<file path="config.mk">
export PLATFORM = sky130hd
export DESIGN_NAME = instr_fetch
export DESIGN_NICKNAME = d
export VERILOG_FILES = /design/src/rtl/instr_fetch.sv
export SDC_FILE = /design/constraint.sdc
export NUM_CORES = 1
export LEC_CHECK = 0
export BUFFER_PORTS_ARGS = -buffer_cell sky130_fd_sc_hd__buf_2
export CAP_MARGIN = 25
export CORE_ASPECT_RATIO = 0.7
export CORE_MARGIN = 2
export CORE_UTILIZATION = 45
export DETAILED_ROUTE_END_ITERATION = 8
export GPL_TIMING_DRIVEN = 0
export PLACE_DENSITY = 0.79
export SYNTH_ARGS = -nofsm -noshare
export SYNTH_HDL_FRONTEND = slang
export SYNTH_SLANG_ARGS = --single-unit
</file>
<file path="constraint.sdc">
create_clock -name clk -period 3.49 [get_ports clk]
set_input_delay 0.1745 -clock clk [delete_from_list [all_inputs] [get_ports clk]]
set_output_delay 0.1745 -clock clk [all_outputs]
set_load 0.02 [all_outputs]
</file>
<file path="src/rtl/instr_fetch.sv">
// Instruction fetch unit: a single outstanding imem read at a time feeds a small FIFO
// that presents {pc, instr} to decode; a redirect flushes the FIFO and restarts fetch.
module instr_fetch #(
   parameter int ADDR_W = 32,
   parameter int DATA_W = 32,
   parameter int DEPTH = 2,
   parameter logic [ADDR_W-1:0] RESET_PC = '0
) (
   input  logic              clk,
   input  logic              rst_n,
   input  logic              redirect_valid,
   input  logic [ADDR_W-1:0] redirect_pc,
   output logic              imem_req,
   output logic [ADDR_W-1:0] imem_addr,
   input  logic              imem_gnt,
   input  logic              imem_rvalid,
   input  logic [DATA_W-1:0] imem_rdata,
   output logic              if_valid,
   output logic [DATA_W-1:0] if_instr,
   output logic [ADDR_W-1:0] if_pc,
   input  logic              if_ready,
   output logic [ADDR_W-1:0] fetch_pc
);

   localparam int PTR_W = $clog2(DEPTH);
   localparam logic [PTR_W:0] FULL = (PTR_W + 1)'(DEPTH);

   typedef enum logic [1:0] {IDLE, REQ, WAIT, DROP} state_t;

   state_t            state;
   logic [ADDR_W-1:0] pc_q;
   logic [DATA_W-1:0] fifo_instr [DEPTH];
   logic [ADDR_W-1:0] fifo_pc [DEPTH];
   logic [PTR_W-1:0]  rd_ptr;
   logic [PTR_W-1:0]  wr_ptr;
   logic [PTR_W:0]    count;

   logic              push;
   logic              pop;
   logic [PTR_W:0]    count_next;
   logic [ADDR_W-1:0] redirect_aligned;
   logic [ADDR_W-1:0] pc_inc;

   // A redirect cancels both the push of a same-cycle response and the decode pop.
   assign push             = (state == WAIT) && imem_rvalid && !redirect_valid;
   assign pop              = (count != '0) && if_ready && !redirect_valid;
   assign count_next       = count + {{PTR_W{1'b0}}, push} - {{PTR_W{1'b0}}, pop};
   assign redirect_aligned = {redirect_pc[ADDR_W-1:2], 2'b00};
   assign pc_inc           = pc_q + ADDR_W'(4);

   assign imem_addr = pc_q;
   assign fetch_pc  = pc_q;
   assign if_valid  = (count != '0);
   assign if_instr  = fifo_instr[rd_ptr];
   assign if_pc     = fifo_pc[rd_ptr];

   // pc_q is the address of the outstanding (or next) request; it only advances once the data lands.
   always_ff @(posedge clk or negedge rst_n) begin
      if (!rst_n) begin
         state    <= IDLE;
         imem_req <= 1'b0;
         pc_q     <= RESET_PC;
      end else if (redirect_valid) begin
         pc_q <= redirect_aligned;
         case (state)
            IDLE: begin
               state    <= REQ;
               imem_req <= 1'b1;
            end
            REQ: begin
               state    <= imem_gnt ? DROP : REQ;
               imem_req <= !imem_gnt;
            end
            default: begin
               state    <= imem_rvalid ? REQ : DROP;
               imem_req <= imem_rvalid;
            end
         endcase
      end else begin
         case (state)
            IDLE: begin
               if (count < FULL) begin
                  state    <= REQ;
                  imem_req <= 1'b1;
               end
            end
            REQ: begin
               if (imem_gnt) begin
                  state    <= WAIT;
                  imem_req <= 1'b0;
               end
            end
            WAIT: begin
               if (imem_rvalid) begin
                  pc_q     <= pc_inc;
                  state    <= (count_next < FULL) ? REQ : IDLE;
                  imem_req <= (count_next < FULL);
               end
            end
            DROP: begin
               if (imem_rvalid) begin
                  state    <= REQ;
                  imem_req <= 1'b1;
               end
            end
            default: begin
               state    <= IDLE;
               imem_req <= 1'b0;
            end
         endcase
      end
   end

   // Storage is cleared on reset so the head reads as zero until the first word arrives.
   always_ff @(posedge clk or negedge rst_n) begin
      if (!rst_n) begin
         rd_ptr <= '0;
         wr_ptr <= '0;
         count  <= '0;
         for (int i = 0; i < DEPTH; i++) begin
            fifo_instr[i] <= '0;
            fifo_pc[i]    <= '0;
         end
      end else if (redirect_valid) begin
         rd_ptr <= '0;
         wr_ptr <= '0;
         count  <= '0;
      end else begin
         if (push) begin
            fifo_instr[wr_ptr] <= imem_rdata;
            fifo_pc[wr_ptr]    <= pc_q;
            wr_ptr             <= wr_ptr + PTR_W'(1);
         end
         if (pop) begin
            rd_ptr <= rd_ptr + PTR_W'(1);
         end
         count <= count_next;
      end
   end

endmodule

</file>
==> impl_metrics.yaml <==
finish:
  finish.utilization_pct: 60.1
  fillers: 1359
  syn2layout_area_growth_pct: 30.9
  drive_gt1_share_pct: 51.3
  nets: 973
  fin_area_mm2: 0.0103
  diodes: 0
synth:
  synth_top_cell_by_area: "dfrtp_1"
  ys_ff_latch: 161
  seq_area_frac_synth_pct: 51.2
  synth-simple-area-share_pct: 9.53
  synth_area_leaders: "dfrtp_1 (51%), mux2_2 (26%), buf_4 (3.5%)"
  muxShareOfSynthArea_pct: 26.6
  synth_edf_count: 0
  synth_top_family_by_area: "multiplexers"
  synth_compound_area_share_pct: 4.42
  synth_ff_type: "dfrtp_1"
  synth_warnings: 0
  synth_adder_area_share_pct: 0.477
  synth_xor_area_share_pct: 1.62
  netlist_instances: 634
  async_flop_share_pct: 100
  post_synth.cell_area_avg_um2: 12.4
  synth.distinct_cells: 46
  synth_top_cell_area_share_pct: 51.2
  synth_area_mm2: 0.00787
route:
  wl_per_cell_um: 17.9
  drt_iter0_markers: 407
  firstDrtPassIters: 5
  routed_wl_mm: 20.5
  vias: 6044
  vias_per_cell: 5.28
  drc: 0
  antenna_left: 0
sta:
  hold_ws_ns: 0.0131
  worstMarginPinSlew_ns: 0.818
  slew_headroom_pct: 45.4
  setup_violations: 0
  min_period_ns: 2.93
  rsz0062_at_grt: "false"
  period_share_pct: 84.1
  tns_ns: 0
  fmax_mhz: 341
  finalMaxSlewViolations: 0
  hold_viol: 0
  clock_skew_ns: 0.00848
die:
  die_x_um: 162
  start_util_pct: 46.0
  num_rows: 40
  die_height_um: 115
  fp.coreArea_mm2: 0.0171
  io_pins: 200
  die-area_mm2: 0.0186
clock_tree:
  cts_max_path_buffers: 2
  cts_resized: 0
  clk_latency_ns: 0.43
  cts_tree: "done"
  numCtsBuffers: 17
  ctsRootBufferMaster: "clkbuf_16"
  h-tree-depth: 4
  clkTransAtPathRegs_ns: 0.06
  postCtsSetupBuffers: 0
  cts_num_sinks: 161
setup_path:
  end_kind: "flop"
  worstPathRequired_ns: 3.80
  arrival_ns: 3.25
  crit_type: "primary input to flop"
  path_max_fanout: 10
  setup.worst_path.start_class: "primary input"
run:
  drv_cap: 0
placement:
  dpl.hpwl_mm: 14.1
  routabilityCongestion: 0.822
  place_area_mm2: 0.00916
  port_buffers: 190
pwr:
  leakage_nw: 5.03
  peakVddDrop_mv: 0.301
  total_power_w: 0.00653
  p_per_area_mw_per_mm2: 634
grt:
  track_usage_pct: 22.6
  grt_pass1_wl_mm: 32.2
  grt_pass1_vias: 6039
  grt_overflow: 0
  grt_max_degree: 86
  antenna_found_initial: 0
run_status:
  status: "finished clean"
min_path:
  worstHoldPathType: "primary input to flop"
[logic make-up after synthesis]
family | Yosys count
AOI/OAI and AO/OA | 55
xor gates and xnor gates | 13
adders and majority gates | 3
buffers and inverters | 82
DFF | 161
muxes | 186
other | 1
and+or+nand+nor | 133
[metal layers]
metal / GRT usage [%] / share of wire, % / vias up
met5: 0 / 0 / -
met4: 6.02 / 1.4 / 0
met1: 32.3 / 47 / 3023
met3: 5.29 / 5.8 / 30
met2: 34.9 / 45 / 210
li1: - / - / 2781
[stage by stage]
step	std cells	setup WS, ns
floorplan	639	0.858
finish	1144	0.556
CTS	1144	0.612
global placement	1060	-0.252
global route	1144	0.361
detailed placement	1061	0.159
[final cells by class]
type	count	area [um^2]	area share, %
clock buffer	17	425	4.13
inverter	6	22.5	0.219
sequential	161	4030	39.1
tap	231	289	2.81
clock inverter	15	195	1.90
timing repair buffer	242	1500	14.6
buffer	76	457	4.44
multi-input combinational	396	3380	32.8
[power by group]
group          switching, W  internal [W]
clock              0.000827       0.00115
combinational       0.00107      0.000958
sequential         0.000254       0.00226
[worst paths after layout]
path | cells after the start | end | startpoint | slack [ns]
hold reg to reg | 2 | fifo_pc[24] | fifo_pc[24] | 0.50
setup reg to reg | 10 | imem_req | count[1] | 0.73
hold / removal | 3 | fetch_pc[12] | redirect_pc[12] | 0.01
max in group asynchronous | 3 | fetch_pc[12] | rst_n | 2.34
min in group asynchronous | 2 | fifo_pc[18] | rst_n | 0.31
setup / recovery | 11 | imem_req | redirect_valid | 0.56
[cells in the final DEF (no fill, tap or decap), types with 18 or more instances in the layout]
cell	instances
buf_2	203
buf_4	37
clkbuf_1	22
dfrtp_1	161
dlygate4sd3_1	51
mux2_2	184
nand2_1	32
nor2_1	24
o21ai_0	20
or4_1	18
[state kept, by name, summed over array words and instances, names as in the netlist]
name,cells
state,2
fifo_instr,64
imem_req,1
rd_ptr,1
fifo_pc,60
wr_ptr,1
count,2
fetch_pc,30
[Yosys cell counts (all sizes together) (6+ instances only)]
master	n
inv	6
o21ai	20
nor2	24
nand2	32
o31ai	9
nor3	6
dfrtp	161
mux2	184
xnor2	8
or4	19
buf	54
clkbuf	22
nand3	16
a31oi	12
nand4	6
[what timing repair did]
| action | 4_1_cts | 5_1_grt |
|---|---|---|
| setup endpoints to repair | 0 | 0 |
| endpoints found under the hold margin | 157 | 0 |
| hold buffers | 51 | 0 |
[worst max-delay path, stage by stage]
cell,delay [ns]
clkbuf_1,0.33
clkbuf_1,0.52
clkbuf_1,0.45
nor2_1,0.10
ha_1,0.29
inv_1,0.03
ha_1,0.19
xnor3_1,0.38
nor4b_1,0.36
a211oi_1,0.11
mux2_2,0.31
Note: power is estimated with default switching activity, not from simulation.
